--- config.mk ---
export PLATFORM = sky130hd
export DESIGN_NAME = regfile_write_arbiter
export DESIGN_NICKNAME = d
export VERILOG_FILES = /design/src/rtl/regfile_write_arbiter.sv
export SDC_FILE = /design/constraint.sdc
export NUM_CORES = 1
export LEC_CHECK = 0
export BUFFER_PORTS_ARGS = -buffer_cell sky130_fd_sc_hd__buf_2
export CAP_MARGIN = 0
export CELL_PAD_IN_SITES_DETAIL_PLACEMENT = 2
export CELL_PAD_IN_SITES_GLOBAL_PLACEMENT = 2
export CORE_MARGIN = 8
export CORE_UTILIZATION = 24
export CTS_CLUSTER_SIZE = 25
export DETAILED_ROUTE_END_ITERATION = 8
export GPL_ROUTABILITY_DRIVEN = 1
export PLACE_DENSITY_LB_ADDON = 0.3
export SLEW_MARGIN = 20
export SYNTH_ARGS = -nofsm -noshare
export SYNTH_HDL_FRONTEND = slang
export SYNTH_SLANG_ARGS = --single-unit
--- constraint.sdc ---
create_clock -name clk -period 9.74 [get_ports clk]
set_input_delay 0.487 -clock clk [delete_from_list [all_inputs] [get_ports clk]]
set_output_delay 0.487 -clock clk [all_outputs]
set_load 0.02 [all_outputs]
--- src/rtl/regfile_write_arbiter.sv ---
// Purpose : round-robin arbiter sharing one register-file write port among NUM_REQ
//           writers; the granted write is registered and issued one cycle later.
// Ports   : clk/reset (async, active-high), hold, req_valid/req_addr/req_data (packed
//           per requester), req_ready (one-hot grant), RegWrite/WriteRegister/WriteData
//           (to regfile), busy.
// Latency : transfer at edge N -> RegWrite=1 during cycle N..N+1.
// Backpressure: at most one requester sees req_ready per cycle; hold stalls everyone.
// Optional: define REGFILE_ARB_STATS_EN to add grant_cnt / zero_drop_cnt outputs.
module regfile_write_arbiter #(
  parameter int NUM_REQ    = 4,
  parameter int DATA_WIDTH = 64,
  parameter int ADDR_WIDTH = 5,
  parameter int ZERO_REG   = 31
) (
  input  logic                          clk,
  input  logic                          reset,
  input  logic                          hold,
  input  logic [NUM_REQ-1:0]            req_valid,
  input  logic [NUM_REQ*ADDR_WIDTH-1:0] req_addr,
  input  logic [NUM_REQ*DATA_WIDTH-1:0] req_data,
  output logic [NUM_REQ-1:0]            req_ready,
  output logic                          RegWrite,
  output logic [ADDR_WIDTH-1:0]         WriteRegister,
  output logic [DATA_WIDTH-1:0]         WriteData,
  output logic                          busy
`ifdef REGFILE_ARB_STATS_EN
  ,
  output logic [NUM_REQ*16-1:0]         grant_cnt,
  output logic [15:0]                   zero_drop_cnt
`endif
);

  localparam int PTR_W = (NUM_REQ > 1) ? $clog2(NUM_REQ) : 1;

  logic [PTR_W-1:0]      ptr_q, ptr_d;
  logic                  rw_q, rw_d;
  logic [ADDR_WIDTH-1:0] wr_q, wr_d;
  logic [DATA_WIDTH-1:0] wd_q, wd_d;

  logic                  xfer;
  logic [PTR_W-1:0]      gnt_idx;
  logic [ADDR_WIDTH-1:0] sel_addr;
  logic [DATA_WIDTH-1:0] sel_data;
  logic [PTR_W:0]        cand;
  logic                  sel_is_zero;

  // Round-robin search starting at ptr_q. cand carries one extra bit so the
  // wrap subtraction is exact for non-power-of-two NUM_REQ.
  always_comb begin
    req_ready = '0;
    xfer      = 1'b0;
    gnt_idx   = '0;
    sel_addr  = '0;
    sel_data  = '0;
    cand      = '0;
    if (!reset && !hold) begin
      for (int i = 0; i < NUM_REQ; i++) begin
        cand = {1'b0, ptr_q} + (PTR_W+1)'(i);
        if (cand >= (PTR_W+1)'(NUM_REQ)) begin
          cand = cand - (PTR_W+1)'(NUM_REQ);
        end
        if (!xfer && req_valid[cand[PTR_W-1:0]]) begin
          xfer                         = 1'b1;
          gnt_idx                      = cand[PTR_W-1:0];
          req_ready[cand[PTR_W-1:0]]   = 1'b1;
        end
      end
      for (int i = 0; i < NUM_REQ; i++) begin
        if (xfer && (gnt_idx == PTR_W'(i))) begin
          sel_addr = req_addr[i*ADDR_WIDTH +: ADDR_WIDTH];
          sel_data = req_data[i*DATA_WIDTH +: DATA_WIDTH];
        end
      end
    end
  end

  assign sel_is_zero = (sel_addr == ADDR_WIDTH'(ZERO_REG));

  // Zero-register writes are accepted (pointer advances) but never issued;
  // the write-port address/data keep their previous values in that case.
  always_comb begin
    ptr_d = ptr_q;
    rw_d  = 1'b0;
    wr_d  = wr_q;
    wd_d  = wd_q;
    if (xfer) begin
      ptr_d = (gnt_idx == PTR_W'(NUM_REQ-1)) ? '0 : gnt_idx + 1'b1;
      if (!sel_is_zero) begin
        rw_d = 1'b1;
        wr_d = sel_addr;
        wd_d = sel_data;
      end
    end
  end

  always_ff @(posedge clk or posedge reset) begin
    if (reset) begin
      ptr_q <= '0;
      rw_q  <= 1'b0;
      wr_q  <= '0;
      wd_q  <= '0;
    end else begin
      ptr_q <= ptr_d;
      rw_q  <= rw_d;
      wr_q  <= wr_d;
      wd_q  <= wd_d;
    end
  end

  assign RegWrite      = rw_q;
  assign WriteRegister = wr_q;
  assign WriteData     = wd_q;
  assign busy          = (|req_valid) | rw_q;

`ifdef REGFILE_ARB_STATS_EN
  logic [15:0] cnt_q [NUM_REQ];
  logic [15:0] zcnt_q;

  // Saturating counters; zero-register transfers count as grants too.
  always_ff @(posedge clk or posedge reset) begin
    if (reset) begin
      for (int i = 0; i < NUM_REQ; i++) begin
        cnt_q[i] <= '0;
      end
      zcnt_q <= '0;
    end else begin
      for (int i = 0; i < NUM_REQ; i++) begin
        if (req_ready[i] && (cnt_q[i] != 16'hFFFF)) begin
          cnt_q[i] <= cnt_q[i] + 16'd1;
        end
      end
      if (xfer && sel_is_zero && (zcnt_q != 16'hFFFF)) begin
        zcnt_q <= zcnt_q + 16'd1;
      end
    end
  end

  for (genvar g = 0; g < NUM_REQ; g++) begin : g_cnt
    assign grant_cnt[g*16 +: 16] = cnt_q[g];
  end
  assign zero_drop_cnt = zcnt_q;
`endif

endmodule

==> results by group <==
Timing
  – Final sum of negative setup slack: 0 ns
  – Number of max-slew violations in the final report: 0
  – Shortest clock period the worst path allows after layout: 6.414 ns
  – Period utilisation layout: 65.85%
  – Clock skew: 0.01003 ns
  – Achievable Freq: 155.9 MHz
  – Final hold vios: 0
  – Unrepaired setup endpoints after global routing: false
  – Count of final setup violators: 0
  – Relative max-transition margin: 29.29%
  – Tightest Pin Transition: 1.058 ns

Worst setup path
  – Crit path largest cell delay: 0.84 ns
  – Type of element capturing the critical path: flop
  – Worst setup path class: flop to flop
  – Dominant cell type by count on the critical path: sky130_fd_sc_hd__buf_4
  – Largest fanout on the critical path: 46
  – Data arrival time of the critical path: 6.66 ns
  – Startpoint Class: flop
  – Cell chain of the critical path: inv_1, ha_1, mux4_2, nor2b_4, o21ai_0, nand2_2, buf_4, a211oi_1, nor4b_4, a41oi_4, buf_4, mux2i_1
  – Crit path required time: 9.99 ns
  – Cell at the slowest stage of the critical path: sky130_fd_sc_hd__dfrtp_1
  – R2R setup slack: 3.33 ns

Clocking
  – Clock root cell: sky130_fd_sc_hd__clkbuf_16
  – Maximum number of buffers from clock root to sink: 2
  – Clock buffers created by TritonCTS: 9
  – Register clock-pin slew on the reported worst setup and hold paths: 0.06 ns
  – Number of sinks on the clock net: 72
  – Post-CTS setup buffer count: 0
  – Resized cells post-CTS: 0
  – Clock tree from TritonCTS: built
  – Htree depth: 3
  – Number of hold buffers added after CTS: 0
  – Source-to-sink clock delay at the later pin of the worst-skew pair: 0.34 ns

Synthesis
  – Cell types with the largest area share after synthesis: sky130_fd_sc_hd__dfrtp_1 (36%), sky130_fd_sc_hd__mux2i_1 (13%), sky130_fd_sc_hd__a222oi_1 (13%), sky130_fd_sc_hd__a22o_1 (11%), sky130_fd_sc_hd__inv_1 (5.1%)
  – Net count after synthesis: 786
  – Number of unique standard cell types used by synthesis: 49
  – Leading area contributor after synthesis: sky130_fd_sc_hd__dfrtp_1
  – Seq cells post-synth: 72
  – Synthesis Warnings: 0
  – Syn_area_per_cell: 10.19 um^2
  – Share of synthesized registers carrying an async set or reset: 100.0%
  – Instance count of the mapped netlist: 495
  – Synth Flop Type: sky130_fd_sc_hd__dfrtp_1
  – Post-synth top area share: 35.71%
  – Cell area after synthesis: 0.005045 mm^2
  – Share of the yosys chip area belonging to registers: 35.71%
  – Number of enable flip-flop cells after synthesis: 0

Floorplanning
  – Die Height: 161.0 um
  – Number of placed I/O pins: 358
  – Effective utilization at floorplan: 24.23%
  – Core box area: 0.02082 mm^2
  – Full die area: 0.02592 mm^2
  – Number of core rows: 53
  – Horizontal die dimension: 161.0 um

Detailed routing
  – Routed via count: 5699
  – Starting DRC count in detailed routing: 477
  – Antenna-violating nets left: 0
  – WL per Instance: 22.88 um
  – Number of search-and-repair iterations in the first detailed-routing pass: 8
  – Total detailed-routing wirelength: 25200 um
  – Post-detailed-route via-to-cell ratio: 5.176
  – # DRC: 0

Layout
  – Share of final-layout standard cells stronger than drive strength 1: 48.73%
  – Fin nets: 1111
  – Number of fill cells: 2452
  – Relative area change from synthesis to final layout: 45.44%

Power
  – PwrDens: 392.3 mW/mm^2
  – Total power draw: 2.879 mW
  – Reported leakage power: 3.762 nW
  – Peak supply drop: 0.1495 mV

Status
  – Run status: complete, no violations

Placement
  – GPL Wtd Cong: 0.8892
  – Detailed placer's ending HPWL: 20280 um
  – IO Port Bufs: 357

Run
  – Max-cap violations: 0

Global route
  – Initial antenna violation count: 1
  – Number of global-route vias before repair: 6604
  – Maximum number of pins on one net before global-route repair: 73
  – Total routing resource utilization after global routing: 18.40%
  – Global-route congestion overflow total: 0
  – First-pass GRT wire length: 37640 um

Hold path
  – Path category of the worst min-delay check: input port to async pin
## cell usage after synthesis, types with 2 or more instances
cell type / n
sky130_fd_sc_hd__dfrtp_1: 72
sky130_fd_sc_hd__inv_1: 69
sky130_fd_sc_hd__mux2i_1: 66
sky130_fd_sc_hd__a222oi_1: 65
sky130_fd_sc_hd__a22o_1: 64
sky130_fd_sc_hd__clkbuf_1: 32
sky130_fd_sc_hd__nor2_1: 17
sky130_fd_sc_hd__nand2_1: 9
sky130_fd_sc_hd__ha_1: 8
sky130_fd_sc_hd__o21ai_0: 8
sky130_fd_sc_hd__buf_1: 6
sky130_fd_sc_hd__buf_2: 6
sky130_fd_sc_hd__a21oi_1: 5
sky130_fd_sc_hd__a22oi_1: 5
sky130_fd_sc_hd__nand2b_1: 5
sky130_fd_sc_hd__a211oi_1: 4
sky130_fd_sc_hd__a221oi_1: 4
sky130_fd_sc_hd__buf_4: 4
sky130_fd_sc_hd__mux4_2: 4
sky130_fd_sc_hd__buf_6: 3
sky130_fd_sc_hd__mux2_2: 3
sky130_fd_sc_hd__o21bai_1: 3
sky130_fd_sc_hd__o22a_1: 3
sky130_fd_sc_hd__nand3_1: 2
sky130_fd_sc_hd__nor3_4: 2
sky130_fd_sc_hd__nor3b_1: 2
sky130_fd_sc_hd__nor4_1: 2
## layout by cell type, fill, tap and decap left out, drive strengths merged, types with 4 or more instances in the layout
master / n
a211oi: 5
a21oi: 5
a221oi: 4
a222oi: 65
a22o: 64
a22oi: 5
buf: 365
clkbuf: 10
dfrtp: 72
ha: 8
inv: 70
mux2i: 66
mux4: 4
nand2: 9
nand2b: 5
nor2: 18
o21ai: 9
## logic make-up after synthesis
logic type | synth area share, %
adder cells (fa/ha/maj) | 1.984
AND/OR/NAND/NOR | 6.002
flip-flops | 35.71
AO/OA/AOI/OAI | 30.93
buffers and inverters | 9.822
multiplexers | 15.55
## worst max-delay path, delay by kind of cell (launching register included)
family,cells,cell delay [ns]
flops,1,0.84
simple gates,3,0.78
mux,2,0.71
fa+ha+maj,1,0.60
buf+inv,3,1.50
compound gates,3,1.75
## report_power, final
part / switching [mW] / internal, mW / leakage (nW) / total (mW)
sequential: 0.0996 / 0.448 / 0.875 / 0.548
combinational: 1.24 / 0.754 / 2.75 / 2.00
clock: 0.133 / 0.200 / 0.139 / 0.333
total: 1.48 / 1.40 / 3.76 / 2.88
## layout make-up
cell class / count / area [um^2] / area share, %
Antenna cell: 1 / 2.502 / 0.03411
Clock buffer: 10 / 229.0 / 3.121
Clock inverter: 6 / 67.56 / 0.9209
Inverter: 69 / 260.3 / 3.547
Multi-Input combinational cell: 303 / 2778 / 37.86
Sequential cell: 72 / 1802 / 24.56
Tap cell: 275 / 344.1 / 4.690
Timing Repair Buffer: 365 / 1854 / 25.27
## registers in the layout, summed over array words and instances (netlist names)
| register | count |
|---|---|
| RegWrite | 1 |
| WriteData | 64 |
| WriteRegister | 5 |
| ptr_q | 2 |
## final timing paths
| path | startpoint | cells past startpoint | end |
|---|---|---|---|
| max reg2reg | ptr_q[0]$_DFFE_PP0P_ | 12 | WriteData[59]$_DFFE_PP0P_ |
| min in group clk | req_data[151] | 3 | WriteData[23]$_DFFE_PP0P_ |
| min | reset | 3 | WriteRegister[3]$_DFFE_PP0P_ |
| max | ptr_q[0]$_DFFE_PP0P_ | 12 | WriteData[59]$_DFFE_PP0P_ |
| min reg2reg | WriteData[12]$_DFFE_PP0P_ | 2 | WriteData[12]$_DFFE_PP0P_ |
| max in group asynchronous | reset | 3 | WriteData[8]$_DFFE_PP0P_ |
## routing by layer
layer / track usage [%] / routed length (um) / vias up
met1: 20.00 / 9816 / 2807
met2: 33.50 / 13070 / 259
met4: 7.071 / 729 / 0
li1: - / - / 2592
met5: 0 / 0 / -
met3: 4.861 / 1583 / 41
## through the flow
stage          instance area (um^2)  hold WS, ns  setup slack (ns)  instances  utilization [%]
2_1_floorplan                  5045       0.6046             5.884        495                -
3_3_place_gp                   7023       0.4921             3.063       1083            33.73
3_5_place_dp                   7038       0.5013             3.242       1084            33.80
4_1_cts                        7335       0.4522             3.234       1100            35.22
5_1_grt                        7337       0.4740             2.838       1101            35.24
6_report                       7337       0.4629             3.326       1101            35.24
(Power assumes the default switching activity.)
